**src/rtl/bcd_counter_n.sv**
```systemverilog
// Multi-decade packed-BCD up/down counter with load, clear, programmable
// terminal value and wrap/saturate handling at the range bounds.
module bcd_counter_n #(
  parameter int unsigned          DIGITS   = 2,
  parameter logic [4*DIGITS-1:0]  MAX_VAL  = {DIGITS{4'h9}},
  parameter bit                   SATURATE = 1'b0
) (
  input  logic                  clk,
  input  logic                  rst,
  input  logic                  en,
  input  logic                  up,
  input  logic                  clr,
  input  logic                  ld,
  input  logic [4*DIGITS-1:0]   ld_val,
  output logic [4*DIGITS-1:0]   cnt,
  output logic                  tc,
  output logic                  wrap,
  output logic                  ld_err
);

  localparam int unsigned W = 4 * DIGITS;

  logic [W-1:0] cnt_nxt;
  logic         wrap_nxt;
  logic         ld_err_nxt;
  logic         at_max;
  logic         at_zero;
  logic         ld_ok;

  // True when every nibble is a decimal digit.
  function automatic logic is_bcd(input logic [W-1:0] v);
    logic ok;
    ok = 1'b1;
    for (int unsigned i = 0; i < DIGITS; i++) begin
      if (v[4*i +: 4] > 4'd9) ok = 1'b0;
    end
    return ok;
  endfunction

  // Ripple increment: a digit at 9 rolls to 0 and carries upward.
  function automatic logic [W-1:0] bcd_inc(input logic [W-1:0] v);
    logic [W-1:0] r;
    logic         carry;
    r     = v;
    carry = 1'b1;
    for (int unsigned i = 0; i < DIGITS; i++) begin
      if (carry) begin
        if (r[4*i +: 4] == 4'd9) begin
          r[4*i +: 4] = 4'd0;
        end else begin
          r[4*i +: 4] = r[4*i +: 4] + 4'd1;
          carry       = 1'b0;
        end
      end
    end
    return r;
  endfunction

  // Ripple decrement: a digit at 0 rolls to 9 and borrows upward.
  function automatic logic [W-1:0] bcd_dec(input logic [W-1:0] v);
    logic [W-1:0] r;
    logic         borrow;
    r      = v;
    borrow = 1'b1;
    for (int unsigned i = 0; i < DIGITS; i++) begin
      if (borrow) begin
        if (r[4*i +: 4] == 4'd0) begin
          r[4*i +: 4] = 4'd9;
        end else begin
          r[4*i +: 4] = r[4*i +: 4] - 4'd1;
          borrow      = 1'b0;
        end
      end
    end
    return r;
  endfunction

  assign at_max  = (cnt == MAX_VAL);
  assign at_zero = (cnt == W'(0));
  // Once all nibbles are 0-9, the plain unsigned compare orders values
  // exactly like a most-significant-digit-first decimal compare.
  assign ld_ok   = is_bcd(ld_val) && (ld_val <= MAX_VAL);
  assign tc      = up ? at_max : at_zero;

  // Next-count selection: clr > ld > en.
  always_comb begin
    cnt_nxt    = cnt;
    wrap_nxt   = 1'b0;
    ld_err_nxt = 1'b0;
    if (clr) begin
      cnt_nxt = W'(0);
    end else if (ld) begin
      if (ld_ok) cnt_nxt    = ld_val;
      else       ld_err_nxt = 1'b1;
    end else if (en) begin
      if (up) begin
        if (at_max) begin
          wrap_nxt = 1'b1;
          if (!SATURATE) cnt_nxt = W'(0);
        end else begin
          cnt_nxt = bcd_inc(cnt);
        end
      end else begin
        if (at_zero) begin
          wrap_nxt = 1'b1;
          if (!SATURATE) cnt_nxt = MAX_VAL;
        end else begin
          cnt_nxt = bcd_dec(cnt);
        end
      end
    end
  end

  always_ff @(posedge clk or negedge rst) begin
    if (!rst) begin
      cnt    <= W'(0);
      wrap   <= 1'b0;
      ld_err <= 1'b0;
    end else begin
      cnt    <= cnt_nxt;
      wrap   <= wrap_nxt;
      ld_err <= ld_err_nxt;
    end
  end

endmodule

```
**config.mk**
```make
export PLATFORM = sky130hd
export DESIGN_NAME = bcd_counter_n
export DESIGN_NICKNAME = d
export VERILOG_FILES = /design/src/rtl/bcd_counter_n.sv
export SDC_FILE = /design/constraint.sdc
export NUM_CORES = 1
export LEC_CHECK = 0
export ABC_CLOCK_PERIOD_IN_PS = 2100
export CORE_MARGIN = 5
export CORE_UTILIZATION = 49
export DETAILED_ROUTE_END_ITERATION = 16
export HOLD_SLACK_MARGIN = 0.05
export PLACE_DENSITY = 0.79
export SETUP_SLACK_MARGIN = 0.1
export SYNTH_ARGS = -nofsm -noshare
export SYNTH_HDL_FRONTEND = slang
export SYNTH_SLANG_ARGS = --single-unit
```
**constraint.sdc**
```tcl
create_clock -name clk -period 2.1 [get_ports clk]
set_input_delay 0.42 -clock clk [delete_from_list [all_inputs] [get_ports clk]]
set_output_delay 0.42 -clock clk [all_outputs]
set_load 0.02 [all_outputs]
```
Word level (Yosys, flattened, before mapping)
Index checks and enable logic that the tools add are counted.
{"block": "totals", "reg_bits": 10, "output_inout_bits": 11, "elab_cells": 61}
{"block": "op_classes", "magnitude_cmp": 3, "n_addsub": 4, "n_reduce_logical": 8, "n_eq_ne": 5, "muxes": 37}
{"cell": "$mux 8", "n": 7}
{"cell": "$mux 1", "n": 24}
{"cell": "$mux 4", "n": 6}
{"cell": "$add 4x1->4 const B", "n": 2}
{"cell": "$eq 4x4->1 const B", "n": 2}
{"cell": "$eq 8x8->1 const B", "n": 1}
{"cell": "$gt 4x4->1 const B", "n": 2}
{"cell": "$le 8x8->1 const B", "n": 1}
{"cell": "$logic_not 4->1", "n": 2}
{"cell": "$logic_not 8->1", "n": 1}
{"cell": "$sub 4x1->4 const B", "n": 2}
{"cell": "$ne 5x1->1 const B", "n": 1}
{"cell": "$reduce_bool 5->1", "n": 1}
{"cell": "$reduce_and 4->1", "n": 1}
{"cell": "$ne 3x2->1 const B", "n": 1}
{"cell": "$reduce_bool 3->1", "n": 1}
{"cell": "$reduce_and 2->1", "n": 1}
{"cell": "$logic_and 1x1->1", "n": 1}

Longest topological paths before layout
{"block": "logic_depth", "word_depth": 13, "ltp_mapped": 6, "ltp_nobuf": 6}

Worst setup path before layout
OpenSTA, ideal clock, no wires.
{"block": "synth_timing", "kind": "reg2out", "startpoint": "register cnt[4]", "endpoint": "output port tc", "t_arrival_ns": 1.808, "stages_incl_launch_ff": 6, "setup_slack_ns": -0.128, "path_buffers": 0, "t_required_ns": 1.680, "cell_sequence": "dfrtp_1 > inv_1 > ha_1 > nand2b_1 > o21a_1 > nor4_1"}
{"block": "synth_via", "elab_chain_len": 2, "elab_cells_between_ends": 3, "cone_classes": "eq/ne: 1; mux: 1; reduce/logical: 1"}
{"element": "from (decl)", "line_no": "15", "rtl": "output logic [4*DIGITS-1:0] cnt,"}
{"element": "from (signal assigned)", "line_no": "120", "rtl": "cnt <= cnt_nxt;"}
{"element": "$eq 8x8->1 or $logic_not 8->1 (tied branches)", "line_no": "78, 79"}
{"element": "$mux 1 *", "line_no": "83", "rtl": "assign tc = up ? at_max : at_zero;"}
{"element": "to (decl)", "line_no": "16", "rtl": "output logic tc,"}
Mark *: on every way between the ends. The rest lies on a longest branch, timed or not.

Final worst setup path
{"block": "layout_timing", "startpoint": "register cnt[5]", "endpoint": "output port tc"}
The elaborated chain is that of the path after synthesis.

==> out/summary.txt <==
Yosys cell types: 53
Filler cells: 147
GR Layer Usage met1: 0.291
Main synth FF type: dfrtp_1
Hold slack: 459 ps
P_leak: 0.000710 uW
Worst min path class: input port to asynchronous set/reset pin
Die Area: 3070 sq um
Gate Count Post-Synth: 114
Die Y-Extent: 55.5 microns
Max rail drop VDD: 0.520 mV
Worst EP arrival: 1640 ps
Synth Area in Compound Gates: 0.304
#FFs+latches synth: 10
Num CTS Buffers: 3
Status: finished clean
Post-synthesis mux area share: 0.0445
Share of post-route cells with drive strength above 1: 0.343
Max Buffers Root-to-Sink: 2
DRC marker count from the first detailed-route iteration: 64
Drt drc: 0
Final hold vios: 0
Met3 usage in global routing: 0.0723
Pwr Total: 1130 uW
# clock sinks: 10
GP Congestion: 0.920
Share of the synthesized area in the top cell type: 0.247
Inserted Diodes: 0
Clock Skew: 1.91 ps
First-pass GRT wire length: 5450 microns
Initial Util: 0.516
Final HPWL DP: 2420 microns
DR WL/cell: 16.8 microns
Syn avg cell area: 8.88 sq um
Total Neg Setup Slack: 0 ps
Final slew viol count: 0
Netlist Area Pre-Place: 1010 sq um
Area contributors post-synth: dfrtp_1 (25%), ha_1 (9.9%), inv_1 (3.3%)
CTS tree: built
Post-synth EDFFs: 0
Die width: 55.5 microns
Crit start category: flip-flop
Largest family of logic cells by synthesized area: compound AO/OA/AOI/OAI gates
Vias in the first global route: 1127
Sequential share of the synthesized area: 0.247
Vias: 1151
Initial antenna violation count: 0
Flop2flop setup slack: 150 ps
Async SR Flop Fraction: 1.00
H-tree levels: 1
Root buf cell: clkbuf_4
Met2 usage: 0.338
Clk_lat worst skew: 290 ps
P per Cell Area: 713 nW/um^2
Synth warnings: 0
Slew @ Worst Pin: 490 ps
# hold bufs at CTS: 0
Total Wirelength: 3290 microns
Busiest grt layer: met2
Slew margin rel.: 0.672
Count leader, synth: dfrtp_1
# port buffers: 24
Final period utilization: 0.980
Post-Syn Nets: 136
Final net count: 192
Core Box Area: 1960 sq um
Crit-path max FO: 3
GRT Util Overall: 0.222
Largest net degree at the start of global routing: 12
Synth cell count leaders: dfrtp_1 (10), inv_1 (9), ha_1 (8), nand2_1 (6), nor2_1 (6)
Max Fclk: 486 MHz
Simple-gate share of the synthesized area: 0.231
Minimum clock period: 2060 ps
Synth-to-layout area growth: 56.4%
RSZ-0062 raised after global routing: yes
Routed Antenna Nets: 0
Vias per cell: 5.87
Post-Synth Adder-Cell Area: 0.0989
Rows: 16
Crit path kind: flip-flop to output pin
Number of setup violations in the final report: 0
Dominant cell type by area after synthesis: dfrtp_1
IO Pins: 25
Max-cap violation count: 0
Req. time, crit path: 1680 ps
Gr ovfl total: 0
DRT Pass-1 Iters: 4
Post-synthesis xor/xnor area fraction: 0
Reg clk slew, reported paths: 70 ps
Crit path capture type: output pin
[final cells by class]
class                   instances  area (sq um)  share of cell area
repair buffers                 58           504               0.319
flip-flops and latches         10           253               0.160
multi-input cells              88           722               0.456
well taps                      27          33.8              0.0213
inverters                       9          33.8              0.0213
clock buffers                   4          36.3              0.0229
[through the flow]
step / setup slack [ps] / std cells / utilization / instance area (sq um)
6_report: 42.8 / 196 / 0.807 / 1580
5_1_grt: -77.8 / 196 / 0.807 / 1580
4_1_cts: 16.6 / 195 / 0.789 / 1550
3_5_place_dp: -452 / 185 / 0.742 / 1460
3_3_place_gp: -373 / 185 / 0.742 / 1460
2_1_floorplan: 105 / 114 / - / 1020
[critical path: stages, from the launching register on]
cell and delay, ps:
dfrtp_1 420, inv_2 110, ha_4 140, nand2b_1 70, o21a_1 200, nor4_4 230, buf_4 190
[registers in the layout (all words and copies together), names as in the netlist]
name    count
cnt         8
ld_err      1
wrap        1
[path summary, 6_finish.rpt]
check | startpoint | to | depth (start not counted)
max reg2reg | cnt[5] | cnt[6] | 8
min in group clk | cnt[1] | cnt[1] | 3
max in group asynchronous | rst | cnt[0] | 1
min | rst | ld_err | 1
min reg2reg | cnt[1] | cnt[1] | 3
max | cnt[5] | tc | 6
[layout by cell type, fill, tap and decap left out, drive strengths merged, types with 2 or more instances in the layout]
cell type and n:
dfrtp 10, clkdlybuf4s50 20, a221oi 2, o211ai 2, a21oi 6, nor2 6, nor2b 3, o21ai 3
a31oi 2, inv 9, nand3b 3, buf 35, nor3 2, nand3 3, nand2 6, o22ai 2
a32oi 2, ha 8, mux2i 3, dlymetal6s2s 2, clkbuf 4, o221ai 3, nand2b 4, or4b 2
a311oi 2, and3 2
[kinds of logic after synthesis]
| group | Yosys count |
|---|---|
| flip-flops | 10 |
| AO/OA/AOI/OAI | 37 |
| multiplexers | 4 |
| adder cells (fa/ha/maj) | 8 |
| AND/OR/NAND/NOR | 39 |
| buffers and inverters | 16 |
[where the power goes]
part	leakage (uW)	switching [uW]	internal (uW)	total (uW)
combinational	0.000563	330	353	683
sequential	0.000126	33.9	226	260
clock	0.0000210	79.6	106	185
[repair_timing]
action                     4_1_cts  5_1_grt
buffers inserted                 6        1
setup endpoints to repair        2        6
pin swaps                        1        3
gates resized for setup         11       10
gates cloned                     0        0
[layer usage]
metal	routed length, microns	up-vias
li1	-	550
met1	1480	551
met2	1500	39
met3	221	11
met4	85	0
met5	0	-
Power figures use the tool's default switching activity.
